<file path="src/rtl/mem_stage.sv">
// -----------------------------------------------------------------------------
// mem_stage
//
// Pipeline MEM stage. It captures the EXE->MEM bus into a holding register and
// performs word data-memory accesses over a req/ready handshake. While an
// access is outstanding, the stage stalls the upstream pipeline and holds its
// register. A watchdog abandons any access that has waited MAX_WAIT stall
// cycles and reports the abort with a one-cycle dmem_err pulse.
//
// Ports
//   clk             system clock
//   rst_n           asynchronous active-low reset
//   exe_mem_bus_in  [154:0] {alu_result, rd_out, rd_wen, mem_we, mem_re,
//                   wb_sel, exe_pc, wb_data, csr_cmd, csr_addr, op1_data}
//   mem_wb_bus_out  [120:0] {wb_value, rd_out, rd_wen, wb_sel, exe_pc,
//                   csr_cmd, csr_addr, op1_data}
//   mem_stall       hold upstream pipeline registers
//   dmem_req        access request
//   dmem_we         1 = store, 0 = load
//   dmem_addr       word-aligned address {alu_result[31:2], 2'b00}
//   dmem_wdata      store data (wb_data field)
//   dmem_ready      access completes this cycle (rdata valid for loads)
//   dmem_rdata      load data
//   dmem_err        one-cycle pulse when the watchdog aborts an access
//   misalign_err    (MEM_MISALIGN_CHECK_EN only) pulses on a misaligned access
//
// Parameters
//   MAX_WAIT        stall cycles allowed per access before abort (1..65535)
//   CNT_W           wait counter width, 2**CNT_W > MAX_WAIT
//
// Build option
//   MEM_MISALIGN_CHECK_EN  when defined, accesses with alu_result[1:0] != 0
//                          are suppressed and flagged on misalign_err.
// -----------------------------------------------------------------------------
module mem_stage #(
    parameter int MAX_WAIT = 255,
    parameter int CNT_W    = 16
) (
    input  logic         clk,
    input  logic         rst_n,
    input  logic [154:0] exe_mem_bus_in,
    output logic [120:0] mem_wb_bus_out,
    output logic         mem_stall,
    output logic         dmem_req,
    output logic         dmem_we,
    output logic [31:0]  dmem_addr,
    output logic [31:0]  dmem_wdata,
    input  logic         dmem_ready,
    input  logic [31:0]  dmem_rdata,
    output logic         dmem_err
`ifdef MEM_MISALIGN_CHECK_EN
    ,
    output logic         misalign_err
`endif
);

    localparam logic [CNT_W-1:0] MAX_WAIT_C = CNT_W'(MAX_WAIT);

    typedef enum logic {
        IDLE = 1'b0,
        WAIT = 1'b1
    } state_t;

    state_t           state_reg;
    state_t           state_next;
    logic [CNT_W-1:0] wait_cnt_reg;
    logic [CNT_W-1:0] wait_cnt_next;
    logic [154:0]     mem_bus_r;

    // Field views of the held EXE->MEM bus
    logic [31:0] alu_result;
    logic [4:0]  rd_out;
    logic        rd_wen;
    logic        mem_we;
    logic        mem_re;
    logic [2:0]  wb_sel;
    logic [31:0] exe_pc;
    logic [31:0] wb_data;
    logic [3:0]  csr_cmd;
    logic [11:0] csr_addr;
    logic [31:0] op1_data;

    assign {alu_result, rd_out, rd_wen, mem_we, mem_re, wb_sel,
            exe_pc, wb_data, csr_cmd, csr_addr, op1_data} = mem_bus_r;

    logic        access;
    logic        misalign;
    logic        issue;
    logic        abort;
    logic [31:0] wb_value;
    logic        rd_wen_out;

    assign access = mem_we | mem_re;

`ifdef MEM_MISALIGN_CHECK_EN
    assign misalign     = access & (alu_result[1:0] != 2'b00);
    assign misalign_err = misalign;
`else
    assign misalign = 1'b0;
`endif

    // A misaligned access never reaches memory; everything else is issued.
    assign issue = access & ~misalign;

    // Input register: frozen while the current access is still outstanding.
    always_ff @(posedge clk or negedge rst_n) begin
        if (!rst_n) begin
            mem_bus_r <= '0;
        end else if (!mem_stall) begin
            mem_bus_r <= exe_mem_bus_in;
        end
    end

    always_ff @(posedge clk or negedge rst_n) begin
        if (!rst_n) begin
            state_reg    <= IDLE;
            wait_cnt_reg <= '0;
        end else begin
            state_reg    <= state_next;
            wait_cnt_reg <= wait_cnt_next;
        end
    end

    // Handshake FSM. The IDLE cycle already counts as the first stall cycle,
    // so WAIT is entered with the counter at 1 and the abort fires on the
    // cycle after MAX_WAIT stall cycles have elapsed.
    always_comb begin
        state_next    = state_reg;
        wait_cnt_next = wait_cnt_reg;
        dmem_req      = 1'b0;
        mem_stall     = 1'b0;
        abort         = 1'b0;
        case (state_reg)
            IDLE: begin
                if (issue) begin
                    dmem_req = 1'b1;
                    if (!dmem_ready) begin
                        mem_stall     = 1'b1;
                        state_next    = WAIT;
                        wait_cnt_next = CNT_W'(1);
                    end
                end
            end
            WAIT: begin
                if (dmem_ready) begin
                    dmem_req      = 1'b1;
                    state_next    = IDLE;
                    wait_cnt_next = '0;
                end else if (wait_cnt_reg == MAX_WAIT_C) begin
                    // Request withdrawn in the abort cycle itself.
                    abort         = 1'b1;
                    state_next    = IDLE;
                    wait_cnt_next = '0;
                end else begin
                    dmem_req      = 1'b1;
                    mem_stall     = 1'b1;
                    wait_cnt_next = wait_cnt_reg + CNT_W'(1);
                end
            end
            default: begin
                state_next    = IDLE;
                wait_cnt_next = '0;
            end
        endcase
    end

    // Memory-side request fields come straight from the held register, so
    // they stay stable for the whole life of an access.
    assign dmem_we    = mem_we;
    assign dmem_addr  = {alu_result[31:2], 2'b00};
    assign dmem_wdata = wb_data;
    assign dmem_err   = abort;

    always_comb begin
        case (wb_sel)
            3'b010:  wb_value = dmem_rdata;
            3'b011:  wb_value = exe_pc + 32'd4;
            default: wb_value = alu_result;
        endcase
    end

    // WB sees a bubble during stalls, and nothing at all from aborted or
    // suppressed accesses.
    assign rd_wen_out = rd_wen & ~mem_stall & ~abort & ~misalign;

    assign mem_wb_bus_out = {wb_value, rd_out, rd_wen_out, wb_sel, exe_pc,
                             csr_cmd, csr_addr, op1_data};

endmodule

</file>
<file path="config.mk">
export PLATFORM = sky130hd
export DESIGN_NAME = mem_stage
export DESIGN_NICKNAME = d
export VERILOG_FILES = /design/src/rtl/mem_stage.sv
export SDC_FILE = /design/constraint.sdc
export NUM_CORES = 1
export LEC_CHECK = 0
export ABC_AREA = 1
export BUFFER_PORTS_ARGS = -buffer_cell sky130_fd_sc_hd__buf_2
export CAP_MARGIN = 25
export CORE_AREA = 2 2 149 151
export CTS_BUF_LIST = sky130_fd_sc_hd__clkbuf_8
export DETAILED_ROUTE_END_ITERATION = 10
export DIE_AREA = 0 0 151 153
export PLACE_DENSITY = 0.73
export SLEW_MARGIN = 5
export SYNTH_ARGS = -nofsm -noshare
export SYNTH_HDL_FRONTEND = slang
export SYNTH_SLANG_ARGS = --single-unit
</file>
<file path="constraint.sdc">
create_clock -name clk -period 2.4 [get_ports clk]
set_input_delay 0 -clock clk [delete_from_list [all_inputs] [get_ports clk]]
set_output_delay 0 -clock clk [all_outputs]
set_load 0.01 [all_outputs]
</file>
Word level (Yosys, flattened, before mapping)
Cells that the tools add are included.
Widths: inputs -> output; s select.

word-level totals
  bits of input ports = 190
  output and inout bits = 189
  bits in registers = 172
  logic and storage cells = 34

cells by class
  equal/unequal tests = 5
  add/subtract/negate cells = 2
  reduce and logical (&&, ||, !) cells = 1
  bitwise gates (word level) = 6
  mux-type cells = 17

operator list
  kind                   number
  $mux 16                4
  $pmux 32 s2            1
  $add 32x3->32 const B  1
  $pmux 16 s2            1
  $add 16x1->16 const B  1
  $eq 16x8->1 const B    1
  $mux 1                 9
  $eq 3x2->1 const B     2
  $ne 2x2->1 const B     2
  $pmux 1 s2             2
  $not 1->1              3
  $and 1x1->1            2
  $reduce_and 2->1       1
  $or 1x1->1             1

Longest topological paths before layout
Gate-level depths: netlist (run 1).

  depth in word-level cells = 7
  mapped depth = 11
  mapped depth without buffers = 9

Worst setup path after synthesis (run 1)
No wires, ideal clock.

  path kind = reg-to-reg
  start = register wait_cnt_reg[0]
  end = register mem_bus_r[10]
  path buffers = 2
  cell stages (with the launch flop) = 11
  arrival time = 1546 ps
  period minus slack after synthesis = 1662 ps
  setup time = 116 ps
  data required time = 2284 ps
  slack = 738 ps
  path through = dfrtp_1 -> ha_1 -> nand3_2 -> nor2_2 -> nand3_1 -> nand2_1 -> inv_2 -> buf_2 -> buf_2 -> nand2_1 -> nand2_1

on the way
  word-level cells in the longest chain between the ends = 4

ends and longest elaborated chain
  what                      line  text
  start: declaration        66    logic [CNT_W-1:0] wait_cnt_reg;
  start signal: assignment  120   wait_cnt_reg <= wait_cnt_next;
  $eq 16x8->1               149   end else if (wait_cnt_reg == MAX_WAIT_C) begin
  $mux 1                    149
  $mux 1                    145   if (dmem_ready) begin
  $pmux 1 s2                133   case (state_reg)
  end signal: assignment    110   mem_bus_r <= exe_mem_bus_in;
  end: declaration          68    logic [154:0] mem_bus_r;

No other way between the ends.
A chain may end at the register's enable or synchronous reset.

Final worst setup path (run 1)
  start = register mem_bus_r[83]
  end = output port mem_wb_bus_out[97]

on the way
  word-level cells in the longest chain between the ends = 2

ends and longest elaborated chain
  what              line  text
  $add 32x3->32     177   3'b011: wb_value = exe_pc + 32'd4;
  $pmux 32 s2       175   case (wb_sel)
  end: declaration  42    output logic [120:0] mem_wb_bus_out,

No other way between the ends.

==> results of run 1 <==
==> area by class of cell <==
class | instances | area share [%]
repair buffers | 548 | 29.4
flip-flops and latches | 172 | 34.7
clock buffers | 17 | 1.88
inverters | 69 | 2.15
multi-input cells | 809 | 27.4
clock inverters | 15 | 1.66
diodes | 2 | 0.0403
well taps | 280 | 2.82
==> stage by stage <==
stage	setup WS [ns]	hold WS [ns]	total power, mW
floorplan	0.738	-0.296	5.11
global placement	0.466	0.0307	5.59
detailed placement	0.416	0.0342	5.63
CTS	0.0127	0.0776	8.14
global route	0.00287	0.114	8.59
finish	0.162	0.0796	8.13
==> cells in the mapped netlist (2+ instances only) <==
| library cell | count |
|---|---|
| nand2_1 | 568 |
| dfrtp_1 | 172 |
| buf_4 | 153 |
| nor2_1 | 74 |
| inv_1 | 65 |
| nand3_1 | 57 |
| o21ai_0 | 55 |
| a22oi_1 | 25 |
| buf_2 | 16 |
| clkbuf_1 | 15 |
| buf_6 | 11 |
| nand4_1 | 11 |
| a21oi_1 | 4 |
| inv_2 | 3 |
| xor2_1 | 3 |
| ha_1 | 2 |
| o21bai_1 | 2 |
==> report_power, final <==
part / total [mW] / leakage (nW) / internal (mW) / switching [mW]
Combinational: 2.24 / 4.43 / 0.939 / 1.30
Clock: 2.29 / 0.206 / 1.07 / 1.21
Sequential: 3.60 / 2.10 / 3.27 / 0.337
==> worst max path at each step <==
stage	startpoint	endpoint	slack, ns	cells after the start
global route	mem_bus_r[114]	mem_wb_bus_out[96]	0.003	7
CTS	wait_cnt_reg[0]	mem_stall	0.01	8
global placement	wait_cnt_reg[0]	mem_bus_r[19]	0.47	9
detailed placement	wait_cnt_reg[0]	mem_bus_r[7]	0.42	9
finish	mem_bus_r[83]	mem_wb_bus_out[97]	0.16	8
floorplan	wait_cnt_reg[0]	mem_bus_r[10]	0.74	10
==> kinds of logic (layout without fill, tap and decap cells) <==
kind of cell               Yosys count  count (layout)  synth area share (%)
AOI/OAI and AO/OA                   87              87                  5.41
xor gates and xnor gates             4               4                 0.375
adders and majority gates            2               2                 0.268
buffers and inverters              265             649                  18.0
DFF                                172             172                  46.0
other                                1               4                0.0401
and+or+nand+nor                    714             714                  29.9
==> what timing repair did <==
| action | CTS | global route |
|---|---|---|
| endpoints found under the hold margin | 229 | 0 |
| pin swaps | 0 | 0 |
| hold buffers | 157 | 0 |
| cloned | 0 | 0 |
| endpoints found under the setup margin | 2 | 14 |
| gates resized for setup | 2 | 14 |
| setup buffers | 0 | 1 |
==> routing by layer <==
layer | share of wire, % | up-vias
met5 | 0 | -
met3 | 8.6 | 101
li1 | - | 4446
met2 | 48 | 496
met1 | 39 | 4290
met4 | 4.4 | 0
==> worst max-delay path: stages (launching register included) <==
cell	delay [ns]
dfrtp_1	0.44
ha_1	0.22
nand2_1	0.10
nor2_2	0.06
buf_4	0.14
nand2_1	0.13
nor2_1	0.07
o31ai_1	0.41
buf_2	0.22
==> cell usage in the layout, fill, tap and decap left out, types with 2 or more instances in the layout <==
| master | Yosys | final |
|---|---|---|
| inv_1 | 65 | 65 |
| conb_1 | 1 | 2 |
| o21ai_0 | 55 | 55 |
| o21bai_1 | 2 | 2 |
| a21oi_1 | 4 | 4 |
| buf_2 | 16 | 375 |
| nor2_4 | 0 | 2 |
| nand4_1 | 11 | 11 |
| nor2_2 | 1 | 6 |
| buf_12 | 0 | 5 |
| bufinv_16 | 0 | 3 |
| nand3_1 | 57 | 57 |
| nor2_1 | 74 | 67 |
| inv_8 | 0 | 5 |
| clkinvlp_4 | 0 | 5 |
| diode_2 | 0 | 2 |
| clkbuf_8 | 0 | 17 |
| inv_2 | 3 | 2 |
| dlygate4sd3_1 | 0 | 157 |
| buf_4 | 153 | 7 |
| inv_6 | 0 | 2 |
| xor2_1 | 3 | 3 |
| a22oi_1 | 25 | 25 |
| buf_6 | 11 | 4 |
| dfrtp_1 | 172 | 171 |
| nand2_1 | 568 | 566 |
==> impl_metrics.env, run 1 <==
export IMPL_outcome="completed"
export IMPL_place_area_um2=10300
export IMPL_critPathRequiredTime_ns=2.40
export IMPL_postSynthCellCount=1245
export IMPL_r2r_end="mem_bus_r[23]"
export IMPL_die_area_um2=23100
export IMPL_htreeDepth=4
export IMPL_io_buffers=376
export IMPL_ys_async_sr_fraction_pct=100
export IMPL_fmax_mhz=447
export IMPL_final_area_um2=12400
export IMPL_p_leak_nw=6.74
export IMPL_relSlewSlack_pct=60.0
export IMPL_cts_sinks=172
export IMPL_drtAntennaViolNets=0
export IMPL_yosysUniqueCellTypes=26
export IMPL_rsz0062_at_grt="no"
export IMPL_synth_top_area_share_pct=46.0
export IMPL_end_kind="primary output"
export IMPL_max_cap_viol_count=0
export IMPL_synth_ff_type="dfrtp_1"
export IMPL_fin_crit_ns=2.24
export IMPL_multi_input_area_um2=3410
export IMPL_grt_busiest_layer="met2"
export IMPL_synthTopCellsByArea="dfrtp_1 (46%), nand2_1 (23%), buf_4 (12%)"
export IMPL_met1_usage_pct=30.6
export IMPL_grt_pass1_wl_um=47000
export IMPL_startpoint_type="flip-flop"
export IMPL_ir_drop_v=0.000352
export IMPL_stdcell_count=1912
export IMPL_dp_cells=1720
export IMPL_clk_latency_ns=0.46
export IMPL_avgSynthCellArea_um2=7.51
export IMPL_wl_per_cell_um=15.8
export IMPL_largest_register_ffs=155
export IMPL_cts_tree="done"
export IMPL_finalClockSkew_ns=0.0188
export IMPL_fill_cells=1866
export IMPL_gr_usage_all_layers_pct=25.8
export IMPL_ys_seq_area_share_pct=46.0
export IMPL_r2r_slack_ns=0.39
export IMPL_gp_congestion=0.974
export IMPL_die_h_um=153
export IMPL_dr_pass1_iters=8
export IMPL_critPathKind="flip-flop to primary output"
export IMPL_clock_root_buffer="clkbuf_8"
export IMPL_drc_errors=0
export IMPL_maxSlewViolCount=0
export IMPL_antenna_found_initial=0
export IMPL_initial_core_util_pct=43.5
export IMPL_cts_buffers=17
export IMPL_area_sequential_um2=4310
export IMPL_drive_above_1_share_pct=27.0
export IMPL_num_vias=9333
export IMPL_utilization_pct=57.8
export IMPL_die_w_um=151
export IMPL_routed_wl_um=30100
export IMPL_yosysTopAreaCell="dfrtp_1"
export IMPL_hpwlAfterDp_um=20200
export IMPL_use_met3_pct=6.81
export IMPL_setup_viol=0
export IMPL_p_per_area_nw_per_um2=655
export IMPL_cts_buffer_depth=2
export IMPL_netlist_area_um2=9350
export IMPL_r2r_cells=8
export IMPL_grt_pass1_vias=9238
export IMPL_use_met2_pct=43.5
export IMPL_core_area_um2=21500
export IMPL_routed_via_density=4.88
export IMPL_finalHoldViolations=0
export IMPL_fin_nets=1809
export IMPL_tightest_slew_ns=0.600
export IMPL_regToRegStartpoint="wait_cnt_reg[0]"
export IMPL_ys_warn_count=0
export IMPL_ys_ff_latch=172
export IMPL_drt_iter0_drc=686
export IMPL_clkTransAtPathRegs_ns=0.11
export IMPL_finalSetupTns_ns=0
export IMPL_fp_row_count=54
export IMPL_grt_max_degree=83
export IMPL_worstPathMaxFanout=5
export IMPL_hp_class="input port to asynchronous set/reset pin"
export IMPL_synth_edf_count=0
export IMPL_grt_overflow_total=0
export IMPL_worst_endpoint_arrival_ns=2.24
export IMPL_pin_count=379
export IMPL_period_share_pct=93.3
export IMPL_syn_to_final_growth_pct=32.8
(Power assumes the default switching activity.)
==> run 2, diff against run 1 <==
--- a/config.mk
+++ b/config.mk
@@ -13,6 +13,8 @@
 export DETAILED_ROUTE_END_ITERATION = 10
 export DIE_AREA = 0 0 151 153
 export PLACE_DENSITY = 0.73
+export RECOVER_POWER = 25
+export SETUP_SLACK_MARGIN = 0.02
 export SLEW_MARGIN = 5
 export SYNTH_ARGS = -nofsm -noshare
 export SYNTH_HDL_FRONTEND = slang
==> impl_metrics.env, run 2 (same netlist as run 1, synthesis figures left out) <==
export IMPL_outcome="complete, but fails checks"
export IMPL_violations="max-capacitance violations, max-slew violations"
export IMPL_p_leak_nw=6.74
export IMPL_critPathRequiredTime_ns=2.40
export IMPL_r2r_end="mem_bus_r[23]"
export IMPL_cts_tree="done"
export IMPL_clk_latency_ns=0.47
export IMPL_whs_ns=0.267
export IMPL_cts_buffers=17
export IMPL_die_area_um2=23100
export IMPL_ir_drop_v=0.000350
export IMPL_die_w_um=151
export IMPL_io_buffers=376
export IMPL_drt_iter0_drc=632
export IMPL_largest_register_ffs=155
export IMPL_cts_sinks=172
export IMPL_routed_via_density=4.85
export IMPL_cpMostUsedCell="nand2_1"
export IMPL_drc_errors=0
export IMPL_wl_per_cell_um=15.8
export IMPL_syn_to_final_growth_pct=32.9
export IMPL_whs_path_depth=4
export IMPL_maxSlewViolCount=62
export IMPL_fin_nets=1810
export IMPL_final_common_cell="nand2_1"
export IMPL_relSlewSlack_pct=-7.12
export IMPL_grt_max_degree=83
export IMPL_critPathKind="flip-flop to primary output"
export IMPL_htreeDepth=4
export IMPL_drtAntennaViolNets=0
export IMPL_clock_root_buffer="clkbuf_8"
export IMPL_startpoint_type="flip-flop"
export IMPL_pin_count=379
export IMPL_setup_viol=0
export IMPL_crit_chain="ha_1 -> nand2_1 -> nor2_2 -> buf_4 -> nand2_1 -> nor2_1 -> o31ai_1 -> buf_2"
export IMPL_layout_common_cells="nand2_1 (566), buf_2 (375), dfrtp_1 (171), dlygate4sd3_1 (157), nor2_1 (66)"
export IMPL_finalHoldViolations=0
export IMPL_finalSetupTns_ns=0
export IMPL_critPathMaxStageDelay_ns=0.44
export IMPL_dp_cells=1720
export IMPL_hpwlAfterDp_um=20200
export IMPL_grt_pass1_wl_um=47000
export IMPL_hold_end="mem_bus_r[62]"
export IMPL_routed_wl_um=30100
export IMPL_num_vias=9279
export IMPL_worst_endpoint_arrival_ns=2.24
export IMPL_core_area_um2=21500
export IMPL_rsz0062_at_grt="yes"
export IMPL_drive_above_1_share_pct=27.1
export IMPL_dr_pass1_iters=7
export IMPL_total_power_mw=8.13
export IMPL_regToRegStartpoint="wait_cnt_reg[0]"
export IMPL_clkTransAtPathRegs_ns=0.11
export IMPL_hp_start="exe_mem_bus_in[62]"
export IMPL_r2r_cells=9
export IMPL_fp_row_count=54
export IMPL_utilization_pct=57.8
export IMPL_grt_overflow_total=0
export IMPL_die_h_um=153
export IMPL_r2r_slack_ns=0.27
export IMPL_gp_congestion=0.974
export IMPL_fmax_mhz=446
export IMPL_initial_core_util_pct=43.5
export IMPL_period_share_pct=93.5
export IMPL_worstPathMaxFanout=5
export IMPL_end_kind="primary output"
export IMPL_critPathSlowestCell="dfrtp_1"
export IMPL_hp_class="input port to flip-flop"
export IMPL_stdcell_count=1913
export IMPL_finalClockSkew_ns=0.0201
export IMPL_fin_crit_ns=2.24
export IMPL_cts_buffer_depth=2
export IMPL_gr_usage_all_layers_pct=25.8
export IMPL_max_cap_viol_count=1
export IMPL_tightest_slew_ns=1.61
export IMPL_antenna_found_initial=0
export IMPL_p_per_area_nw_per_um2=655
export IMPL_grt_pass1_vias=9238
export IMPL_fill_cells=1868
run 2: cell types whose count changed in the layout (fill, tap and decap cells not counted), sizes merged:
cell    before  now
clkbuf      17   18
run 2: repair_timing:
item / in CTS / in global routing
hold endpoints to repair: 229 / 0
pin swaps: 0 / 1
hold buffers: 157 / 0
buffers inserted: 0 / 2
setup endpoints to repair: 2 / 17
gates resized for setup: 2 / 15
run 2: critical path, delay by kind of cell (launching register included):
kind / cells / cell delay (ns)
AND/OR/NAND/NOR: 4 / 0.36
adder cells (fa/ha/maj): 1 / 0.22
flip-flops: 1 / 0.44
AO/OA/AOI/OAI: 1 / 0.41
buffers and inverters: 2 / 0.36
run 2: stage by stage:
step / cell area [µm²] / setup WS, ns
final: 12400 / 0.156
after global routing: 12400 / 0.0207
after CTS: 12400 / 0.0127
after detailed placement: 10300 / 0.416
after global placement: 10300 / 0.466
after floorplan: 9350 / 0.738
run 2: how the worst max path moves through the flow:
stage | end | startpoint
6_report | mem_wb_bus_out[97] | mem_bus_r[83]
5_1_grt | mem_wb_bus_out[119] | mem_bus_r[83]
4_1_cts | mem_stall | wait_cnt_reg[0]
3_5_place_dp | mem_bus_r[7] | wait_cnt_reg[0]
3_3_place_gp | mem_bus_r[19] | wait_cnt_reg[0]
2_1_floorplan | mem_bus_r[10] | wait_cnt_reg[0]
run 2: metal layers:
| layer | wire length [µm] | GRT usage [%] | vias to the layer above |
|---|---|---|---|
| met1 | 11800 | 30.6 | 4275 |
| li1 | - | - | 4448 |
| met3 | 2500 | 6.81 | 90 |
| met4 | 1300 | 11.9 | 0 |
| met5 | 0 | 0 | - |
| met2 | 14600 | 43.5 | 466 |
run 2: layout make-up:
type	count	area (µm²)	area share [%]
Inverter	69	267	2.15
Multi-Input combinational cell	809	3410	27.4
Sequential cell	172	4310	34.7
Clock buffer	17	234	1.88
Timing Repair Buffer	549	3650	29.4
Clock inverter	15	206	1.66
Antenna cell	2	5.00	0.0403
Tap cell	280	350	2.82
run 2: report_power, final:
group	switching, mW	internal, mW	total, mW
combinational	1.30	0.941	2.24
sequential	0.336	3.27	3.60
clock	1.22	1.07	2.29
